==> config.mk <==
export PLATFORM = sky130hd
export DESIGN_NAME = inst_fetch_unit
export DESIGN_NICKNAME = d
export VERILOG_FILES = /design/src/rtl/inst_fetch_unit.sv
export SDC_FILE = /design/constraint.sdc
export NUM_CORES = 1
export LEC_CHECK = 0
export CAP_MARGIN = 20
export CORE_MARGIN = 3
export CORE_UTILIZATION = 45
export DETAILED_ROUTE_END_ITERATION = 16
export PLACE_DENSITY = 0.7
export SETUP_SLACK_MARGIN = 0.15
export SLEW_MARGIN = 25
export SYNTH_ARGS = -nofsm -noshare
export SYNTH_HDL_FRONTEND = slang
export SYNTH_SLANG_ARGS = --single-unit
==> constraint.sdc <==
create_clock -name clk -period 4.7 [get_ports clk]
set_input_delay 0.47 -clock clk [delete_from_list [all_inputs] [get_ports clk]]
set_output_delay 0.47 -clock clk [all_outputs]
set_load 0.01 [all_outputs]
==> src/rtl/inst_fetch_unit.sv <==
// -----------------------------------------------------------------------------
// inst_fetch_unit
//
// Instruction fetch front end. Issues sequential fetch requests to an
// in-order instruction memory, buffers returned words in a 2-entry FIFO of
// {pc, inst}, and hands them to decode with a valid/ready handshake.
// Supports redirect (flush and restart) and halt (stop fetching, let
// in-flight words drain to decode).
//
// Optional feature: define IFU_PERF_CNT_EN to add the two performance
// counter outputs (perf_fetch_cnt, perf_stall_cnt).
//
// Ports:
//   clk              clock
//   reset            synchronous, active-low reset
//   redirect_valid   flush and restart fetch at redirect_pc
//   redirect_pc      new fetch address (low two bits ignored)
//   halt             stop issuing fetches
//   imem_req_valid   fetch request valid
//   imem_req_ready   memory accepts request
//   imem_req_addr    fetch address
//   imem_resp_valid  instruction word returned, in request order
//   imem_resp_data   instruction word
//   inst_valid       instruction available to decode
//   inst_ready       decode consumes instruction
//   inst_data        instruction word (FIFO head)
//   inst_pc          address of inst_data
//   perf_fetch_cnt   (IFU_PERF_CNT_EN) decode handshakes
//   perf_stall_cnt   (IFU_PERF_CNT_EN) cycles decode starved in FETCH/DRAIN
// -----------------------------------------------------------------------------
module inst_fetch_unit (
  input  logic        clk,
  input  logic        reset,
  input  logic        redirect_valid,
  input  logic [31:0] redirect_pc,
  input  logic        halt,
  output logic        imem_req_valid,
  input  logic        imem_req_ready,
  output logic [31:0] imem_req_addr,
  input  logic        imem_resp_valid,
  input  logic [31:0] imem_resp_data,
  output logic        inst_valid,
  input  logic        inst_ready,
  output logic [31:0] inst_data,
  output logic [31:0] inst_pc
`ifdef IFU_PERF_CNT_EN
  ,
  output logic [31:0] perf_fetch_cnt,
  output logic [31:0] perf_stall_cnt
`endif
);

  typedef enum logic [1:0] {
    ST_FETCH = 2'd0,
    ST_DRAIN = 2'd1,
    ST_STOP  = 2'd2
  } state_t;

  state_t      state_reg, state_next;
  logic [31:0] fetch_pc_reg, fetch_pc_next;
  logic [1:0]  out_cnt_reg, out_cnt_next;
  logic [1:0]  occ_reg, occ_next;
  logic        rd_ptr_reg, rd_ptr_next;
  logic        wr_ptr_reg, wr_ptr_next;
  logic        drop_reg, drop_next;

  logic [31:0] pc_mem   [0:1];
  logic [31:0] data_mem [0:1];

  logic        req_fire;
  logic        pop_fire;
  logic        flush;
  logic        discard;
  logic        push_en;
  logic        pop_en;
  logic [2:0]  inflight;
  logic [31:0] resp_pc;

  // Slots are reserved from request issue until the word leaves the FIFO,
  // so a word popped this cycle only frees its slot next cycle.
  assign inflight       = {1'b0, out_cnt_reg} + {1'b0, occ_reg};
  assign imem_req_valid = reset & (state_reg == ST_FETCH) & (inflight < 3'd2);
  assign imem_req_addr  = fetch_pc_reg;
  assign req_fire       = imem_req_valid & imem_req_ready;

  assign inst_valid = (occ_reg != 2'd0);
  assign inst_data  = inst_valid ? data_mem[rd_ptr_reg] : 32'd0;
  assign inst_pc    = inst_valid ? pc_mem[rd_ptr_reg]   : 32'd0;
  assign pop_fire   = inst_valid & inst_ready;

  // Whenever a response is kept, the outstanding requests are the most recent
  // sequential fetches, so the oldest one sits out_cnt words behind fetch_pc.
  assign resp_pc = fetch_pc_reg - {28'd0, out_cnt_reg, 2'b00};

  // In DRAIN every outstanding response belongs to the abandoned stream;
  // drop_reg keeps that true after a halt taken from DRAIN.
  assign discard = (state_reg == ST_DRAIN) | drop_reg;
  assign push_en = imem_resp_valid & ~discard & ~flush;
  assign pop_en  = pop_fire & ~flush;

  always_comb begin
    out_cnt_next = out_cnt_reg;
    case ({req_fire, imem_resp_valid})
      2'b10:   out_cnt_next = out_cnt_reg + 2'd1;
      2'b01:   out_cnt_next = out_cnt_reg - 2'd1;
      default: out_cnt_next = out_cnt_reg;
    endcase
  end

  // FSM next-state; halt takes priority over redirect in FETCH and DRAIN.
  always_comb begin
    state_next    = state_reg;
    fetch_pc_next = fetch_pc_reg;
    drop_next     = drop_reg;
    flush         = 1'b0;
    case (state_reg)
      ST_FETCH: begin
        if (halt) begin
          state_next = ST_STOP;
          if (req_fire) fetch_pc_next = fetch_pc_reg + 32'd4;
        end else if (redirect_valid) begin
          flush         = 1'b1;
          fetch_pc_next = {redirect_pc[31:2], 2'b00};
          state_next    = (out_cnt_next == 2'd0) ? ST_FETCH : ST_DRAIN;
        end else if (req_fire) begin
          fetch_pc_next = fetch_pc_reg + 32'd4;
        end
      end
      ST_DRAIN: begin
        if (halt) begin
          state_next = ST_STOP;
          drop_next  = 1'b1;
        end else begin
          if (redirect_valid) fetch_pc_next = {redirect_pc[31:2], 2'b00};
          if (out_cnt_next == 2'd0) state_next = ST_FETCH;
        end
      end
      default: begin
        state_next = ST_STOP;
      end
    endcase
  end

  always_comb begin
    rd_ptr_next = rd_ptr_reg;
    wr_ptr_next = wr_ptr_reg;
    occ_next    = occ_reg;
    if (flush) begin
      rd_ptr_next = 1'b0;
      wr_ptr_next = 1'b0;
      occ_next    = 2'd0;
    end else begin
      if (push_en) wr_ptr_next = ~wr_ptr_reg;
      if (pop_en)  rd_ptr_next = ~rd_ptr_reg;
      case ({push_en, pop_en})
        2'b10:   occ_next = occ_reg + 2'd1;
        2'b01:   occ_next = occ_reg - 2'd1;
        default: occ_next = occ_reg;
      endcase
    end
  end

  always_ff @(posedge clk) begin
    if (!reset) begin
      state_reg    <= ST_FETCH;
      fetch_pc_reg <= 32'd0;
      out_cnt_reg  <= 2'd0;
      occ_reg      <= 2'd0;
      rd_ptr_reg   <= 1'b0;
      wr_ptr_reg   <= 1'b0;
      drop_reg     <= 1'b0;
    end else begin
      state_reg    <= state_next;
      fetch_pc_reg <= fetch_pc_next;
      out_cnt_reg  <= out_cnt_next;
      occ_reg      <= occ_next;
      rd_ptr_reg   <= rd_ptr_next;
      wr_ptr_reg   <= wr_ptr_next;
      drop_reg     <= drop_next;
    end
  end

  // FIFO storage needs no reset: outputs are masked while the FIFO is empty.
  always_ff @(posedge clk) begin
    if (push_en) begin
      pc_mem[wr_ptr_reg]   <= resp_pc;
      data_mem[wr_ptr_reg] <= imem_resp_data;
    end
  end

`ifdef IFU_PERF_CNT_EN
  logic [31:0] perf_fetch_cnt_reg;
  logic [31:0] perf_stall_cnt_reg;

  always_ff @(posedge clk) begin
    if (!reset) begin
      perf_fetch_cnt_reg <= 32'd0;
      perf_stall_cnt_reg <= 32'd0;
    end else begin
      if (pop_fire)
        perf_fetch_cnt_reg <= perf_fetch_cnt_reg + 32'd1;
      if (inst_ready & ~inst_valid & (state_reg != ST_STOP))
        perf_stall_cnt_reg <= perf_stall_cnt_reg + 32'd1;
    end
  end

  assign perf_fetch_cnt = perf_fetch_cnt_reg;
  assign perf_stall_cnt = perf_stall_cnt_reg;
`endif

endmodule
==> reports/metrics.cfg, run 1 <==
[worst_hold_path]
hp-class=flip-flop to flip-flop
hold_end=drop_reg
holdPathStages=2
hold_path.startpoint=drop_reg

[grt]
grt_pass1_wl_mm=32.1
grt_pass1_vias=5977
grtUsageTotal_pct=20.8
grt-ovfl-total=0
grt_max_degree=43
antenna_found_initial=0

[critical_path]
crit_family=simple AND/OR/NAND/NOR gates
reg2reg_slack_ps=1580
cp_max_fo=7
reg2reg_to=imem_req_addr[26]
cp.arrival_ps=2800
worst-path-buf-inv=1
cp_slowest_cell=clkdlybuf4s50_1
worstSetupPathType=flip-flop to output pin
max_stage_delay_ps=570
crit_required_ps=4230
regToRegStartpoint=out_cnt_reg[0]
critPathLaunchType=flip-flop
rr_worst_depth=7
end_kind=output pin
crit_chain=and2_1 -> fa_1 -> or4b_4 -> nor2_1 -> clkdlybuf4s50_1

[cells_and_area]
syn_to_final_growth_pct=29.8
nets=910
drive_gt1_share_pct=7.35
top_register=data_mem
design_area_um2=10200
largest_reg_flops=64
antennaDiodeCount=0

[logic_synthesis]
synthMostInstantiatedCell=edfxtp_1
synth_common_cells=edfxtp_1 (124), nor2_1 (105), mux2i_1 (63)
synth-warning-count=0
synth_flop_cell=edfxtp_1
synth-edff-count=124
async_flop_share_pct=0
synthesis.area_um2=7860
synth.top_cells.by_area=edfxtp_1 (47%), dfxtp_1 (10%), mux2i_1 (8.0%)
synth_top_area_share_pct=47.4
synth_top_cell_by_area=edfxtp_1
synth_cell_types=66
yosysSeqAreaShare_pct=57.6
synth_area_per_cell_um2=11.3
ys_ff_latch=164
syn_inst=693

[timing]
hold_slack_ps=482
slew_violations=0
fin_crit_sh_pct=69.5
setup_violations=0
rsz0062_at_grt=false
hold_viol=0
worstMarginPinSlew_ps=1020
post-route-min-period_ps=3270
maxSlewHeadroom_pct=32.1
finalSetupTns_ps=0
max_freq_mhz=306
fin_skew_ps=5.96

[place]
numPortBuffers=162
dp_hpwl_mm=13.8
place_area_um2=9670
routabilityCongestion=0.871

[detailed_routing]
firstDrtPassIters=5
drt_first_iter_violations=519
avgViaCountPerCell=5.65
drc=0
routed_wl_mm=20.1
num_vias=6009
wl_per_cell_um=18.9
detail-route-antenna-nets=0

[floorplanning]
start_util_pct=46.7
chipHeight_um=138
core_area_um2=16800
die_w_um=138
dieArea_um2=19100
placementRows=47
io_pins=169

[cts]
clock_sinks=164
clk_pin_slew_ps=60
cts_setup_buffers=0
cts_buffer_depth=2
ctsRootBufferMaster=clkbuf_16
worstSkewPairLatency_ps=420
cts_htree_levels=4
ctsResizeCount=0
ctsHoldBuffers=0
cts_buffers=17
cts_tree=yes

[power]
power_density_nw_per_um2=405
switching_share_pct=29.5
p_int_mw=2.91
p_comb_share_pct=24.8
sequentialPowerShare_pct=44.7
p_leak_nw=3.52
switchingPower_mw=1.22
peakVddDrop_mv=0.286
clkPwrFrac_pct=30.5

[outcome]
run_status=finished clean

[run]
drv_cap=0

-- worst max path at each step --
stage	from	end	slack (ps)	cells after the start
final	out_cnt_reg[0]	imem_req_valid	1430	5
after global routing	out_cnt_reg[0]	imem_req_valid	1340	5
after CTS	out_cnt_reg[0]	imem_req_valid	1430	5
after detailed placement	redirect_valid	occ_reg[1]	1280	7
after global placement	redirect_valid	occ_reg[1]	1400	7
after floorplan	redirect_valid	data_mem[0][0]	490	6
-- layout by cell type (no fill, tap or decap), types with 14 or more instances in the layout --
cell type        Yosys  routed
clkdlybuf4s50_1      0     162
edfxtp_1           124     124
nor2_1             105     101
mux2i_1             63      63
dfxtp_1             40      39
nand2_1             29      29
a21oi_1             22      22
nand3_1             21      21
xor2_1              19      19
o21ai_0             19      19
clkbuf_16            0      17
nor3_1              15      15
xnor2_1             15      15
inv_1               14      14
-- per-layer routing --
metal | up-vias | wire (µm) | global-route usage, %
li1 | 2828 | - | -
met1 | 2912 | 8600 | 27.3
met2 | 247 | 9940 | 34.9
met3 | 22 | 1360 | 5.08
met4 | 0 | 231 | 5.25
met5 | - | 0 | 0
-- power groups by stage --
| stage | Sequential (mW) | Clock, mW | Combinational (mW) |
|---|---|---|---|
| final | 1.85 | 1.26 | 1.02 |
| after CTS | 1.85 | 1.28 | 1.03 |
| after detailed placement | 1.88 | 0 | 1.03 |
| after global routing | 1.86 | 1.35 | 1.11 |
| after global placement | 1.89 | 0 | 0.976 |
| after floorplan | 1.82 | 0 | 0.593 |
-- cell families after synthesis --
group,synth area share [%]
other cells,0.0477
flops,57.6
buf+inv,3.63
fa+ha+maj,1.31
compound gates,9.18
xor+xnor,3.79
mux,8.02
simple gates,16.5
-- cell type report --
class | instances | area, µm²
fillers | 1416 | 6620
flip-flops and latches | 164 | 4530
multi-input cells | 464 | 3090
repair buffers | 171 | 1720
clock buffers | 18 | 429
well taps | 220 | 275
clock inverters | 13 | 101
inverters | 14 | 52.6
-- through the flow --
stage / setup WS, ps / instances / total power, mW / util, %
final: 1430 / 1064 / 4.13 / 60.7
after global routing: 1340 / 1064 / 4.32 / 60.7
after CTS: 1430 / 1064 / 4.16 / 60.6
after detailed placement: 1280 / 1033 / 2.91 / 57.5
after global placement: 1400 / 1032 / 2.87 / 57.3
after floorplan: 491 / 696 / 2.42 / -
-- worst reg2reg max path: stages (launching register included) --
cell and delay [ps]:
dfxtp_1 470, and2_1 190, fa_1 410, or4b_4 560, nor4_4 670, nand2_1 280
o32ai_1 350, a31o_2 140
No activity file was read; power rests on OpenSTA's default activity.
==> inputs of run 2 (changes only) <==
--- a/config.mk
+++ b/config.mk
@@ -9,7 +9,7 @@
 export CORE_MARGIN = 3
 export CORE_UTILIZATION = 45
 export DETAILED_ROUTE_END_ITERATION = 16
-export PLACE_DENSITY = 0.7
+export PLACE_DENSITY = 0.73
 export SETUP_SLACK_MARGIN = 0.15
 export SLEW_MARGIN = 25
 export SYNTH_ARGS = -nofsm -noshare
==> constraint.sdc (replaced) <==
create_clock -name clk -period 2.9 [get_ports clk]
set_input_delay 0.29 -clock clk [delete_from_list [all_inputs] [get_ports clk]]
set_output_delay 0.29 -clock clk [all_outputs]
set_load 0.01 [all_outputs]
==> run 2 against run 1 <==
Utilization increased by 2.2 points. Via count up 1.8%. Non-clock buffer count up 35. Flip-flop and latch count stayed put. Global-route usage is 0.071 points higher. Critical path type is now flip-flop to flip-flop.
==> reports/metrics.cfg, run 2 (synthesized netlist as in run 1, its figures left out) <==
[outcome]
run_status=finished clean

[cells_and_area]
final_common_cell=clkdlybuf4s50_1
antennaDiodeCount=0  ; unchanged
syn_to_final_growth_pct=34.5
post-route-util_pct=62.9  ; +2.2 points
nFillCells=1360  ; -4.0%
nets=945  ; +3.8%
drive_gt1_share_pct=12.3  ; +4.9 points
largest_reg_flops=64  ; unchanged
final_cell_mix=clkdlybuf4s50_1 (161), edfxtp_1 (124), nor2_1 (100)
top_register=data_mem

[critical_path]
worst-path-buf-inv=0  ; -1
crit_family=simple AND/OR/NAND/NOR gates
regToRegStartpoint=out_cnt_reg[0]
critPathLaunchType=flip-flop
cp.arrival_ps=3090  ; +290 ps
reg2reg_slack_ps=160  ; -1420 ps
crit_chain=and2_1 -> fa_1 -> or4b_4 -> or3_4 -> ha_4 -> xnor2_1 -> or3_1 -> a21oi_1
crit_required_ps=3260  ; -970 ps
rr_worst_depth=8  ; +1
worstSetupPathType=flip-flop to flip-flop
end_kind=flip-flop
cp_max_fo=6  ; -1
reg2reg_to=out_cnt_reg[1]
max_stage_delay_ps=560  ; about the same
cp_slowest_cell=or4b_4

[floorplanning]
io_pins=169  ; unchanged
chipHeight_um=138  ; unchanged
start_util_pct=46.7  ; unchanged
placementRows=47  ; unchanged
dieArea_um2=19100  ; unchanged
die_w_um=138  ; unchanged
core_area_um2=16800  ; unchanged

[place]
dp_hpwl_mm=14.0  ; +1.7%
dp_slack_ps=39.4  ; -1240 ps
routabilityCongestion=0.913  ; +4.8%
numPortBuffers=162  ; unchanged

[detailed_routing]
routed_wl_mm=20.2  ; +0.54%
drt_first_iter_violations=414  ; -20%
drc=0  ; unchanged
wl_per_cell_um=18.4  ; -2.8%
avgViaCountPerCell=5.56  ; -1.6%
num_vias=6116  ; +1.8%
firstDrtPassIters=6  ; +1
detail-route-antenna-nets=0  ; unchanged

[cts]
ctsRootBufferMaster=clkbuf_16
clk_pin_slew_ps=70  ; about the same
cts_htree_levels=4  ; unchanged
ctsHoldBuffers=0  ; unchanged
cts_buffers=17  ; unchanged
worstSkewPairLatency_ps=420  ; about the same
cts_tree=yes
cts_buffer_depth=2  ; unchanged
clock_sinks=164  ; unchanged

[worst_hold_path]
hold_path.startpoint=imem_resp_data[12]
hp-class=input pin to flip-flop
holdPathStages=1  ; -1
hold_end=data_mem[0][12]

[timing]
maxSlewHeadroom_pct=55.0  ; +23 points
setup_violations=0  ; unchanged
worst_slack_ps=164  ; -1270 ps
max_freq_mhz=366
worstMarginPinSlew_ps=673  ; -344 ps
fin_crit_sh_pct=94.3
post-route-min-period_ps=2740
hold_viol=0  ; unchanged
fin_skew_ps=7.52  ; +1.55 ps
slew_violations=0  ; unchanged
rsz0062_at_grt=true
hold_slack_ps=454  ; -28.3 ps

[power]
power_density_nw_per_um2=655  ; +62%
p_leak_nw=3.75  ; +6.5%
peakVddDrop_mv=0.441  ; +54%

[grt]
antenna_found_initial=0  ; unchanged
grt_pass1_wl_mm=32.2  ; +0.39%
grt-ovfl-total=0  ; unchanged
grtUsageTotal_pct=20.9  ; +0.071 points
grt_max_degree=63  ; +47%
grt_pass1_vias=6024  ; +0.79%

[run]
drv_cap=0  ; unchanged

[run 2: where the power goes]
group	switching, mW	internal (mW)
sequential	0.154	2.81
clock	0.919	1.27
combinational	0.901	0.862
total	1.97	4.95
[run 2: stage by stage]
step | setup TNS, ps | cell area, µm² | cells | total power [mW]
6_report | 0 | 10600 | 1100 | 6.92
3_5_place_dp | 0 | 9870 | 1060 | 4.76
3_3_place_gp | 0 | 9870 | 1060 | 4.71
4_1_cts | 0 | 10500 | 1092 | 6.97
2_1_floorplan | -31710 | 7880 | 696 | 3.91
5_1_grt | 0 | 10600 | 1100 | 7.26
[run 2: area by class of cell]
type / instances / area, µm² / share of cell area, %
Tap cell: 220 / 275 / 2.60
Clock buffer: 17 / 425 / 4.02
Multi-Input combinational cell: 464 / 3150 / 29.7
Clock inverter: 15 / 155 / 1.47
Sequential cell: 164 / 4530 / 42.9
Inverter: 14 / 52.6 / 0.497
Timing Repair Buffer: 206 / 1990 / 18.8
[run 2: how the worst max path moves through the flow]
stage,endpoint,from,cells after the start
finish,out_cnt_reg[1],out_cnt_reg[0],8
global route,out_cnt_reg[1],out_cnt_reg[0],8
CTS,imem_req_addr[23],out_cnt_reg[0],7
detailed placement,state_reg[0],out_cnt_reg[0],7
global placement,out_cnt_reg[1],out_cnt_reg[0],7
floorplan,data_mem[1][0],state_reg[1],4
[run 2: metal layers]
layer | routed length [µm] | vias to the layer above | track usage, %
met5 | 0 | - | 0
met2 | 9830 | 260 | 33.8
met4 | 380 | 0 | 7.38
li1 | - | 2898 | -
met3 | 1340 | 24 | 4.56
met1 | 8680 | 2934 | 27.9
[run 2: what timing repair did]
action	in CTS	in global routing
cloned	0	0
resized for setup	6	10
pin swaps	0	3
setup endpoints to repair	3	28
setup buffers	0	8
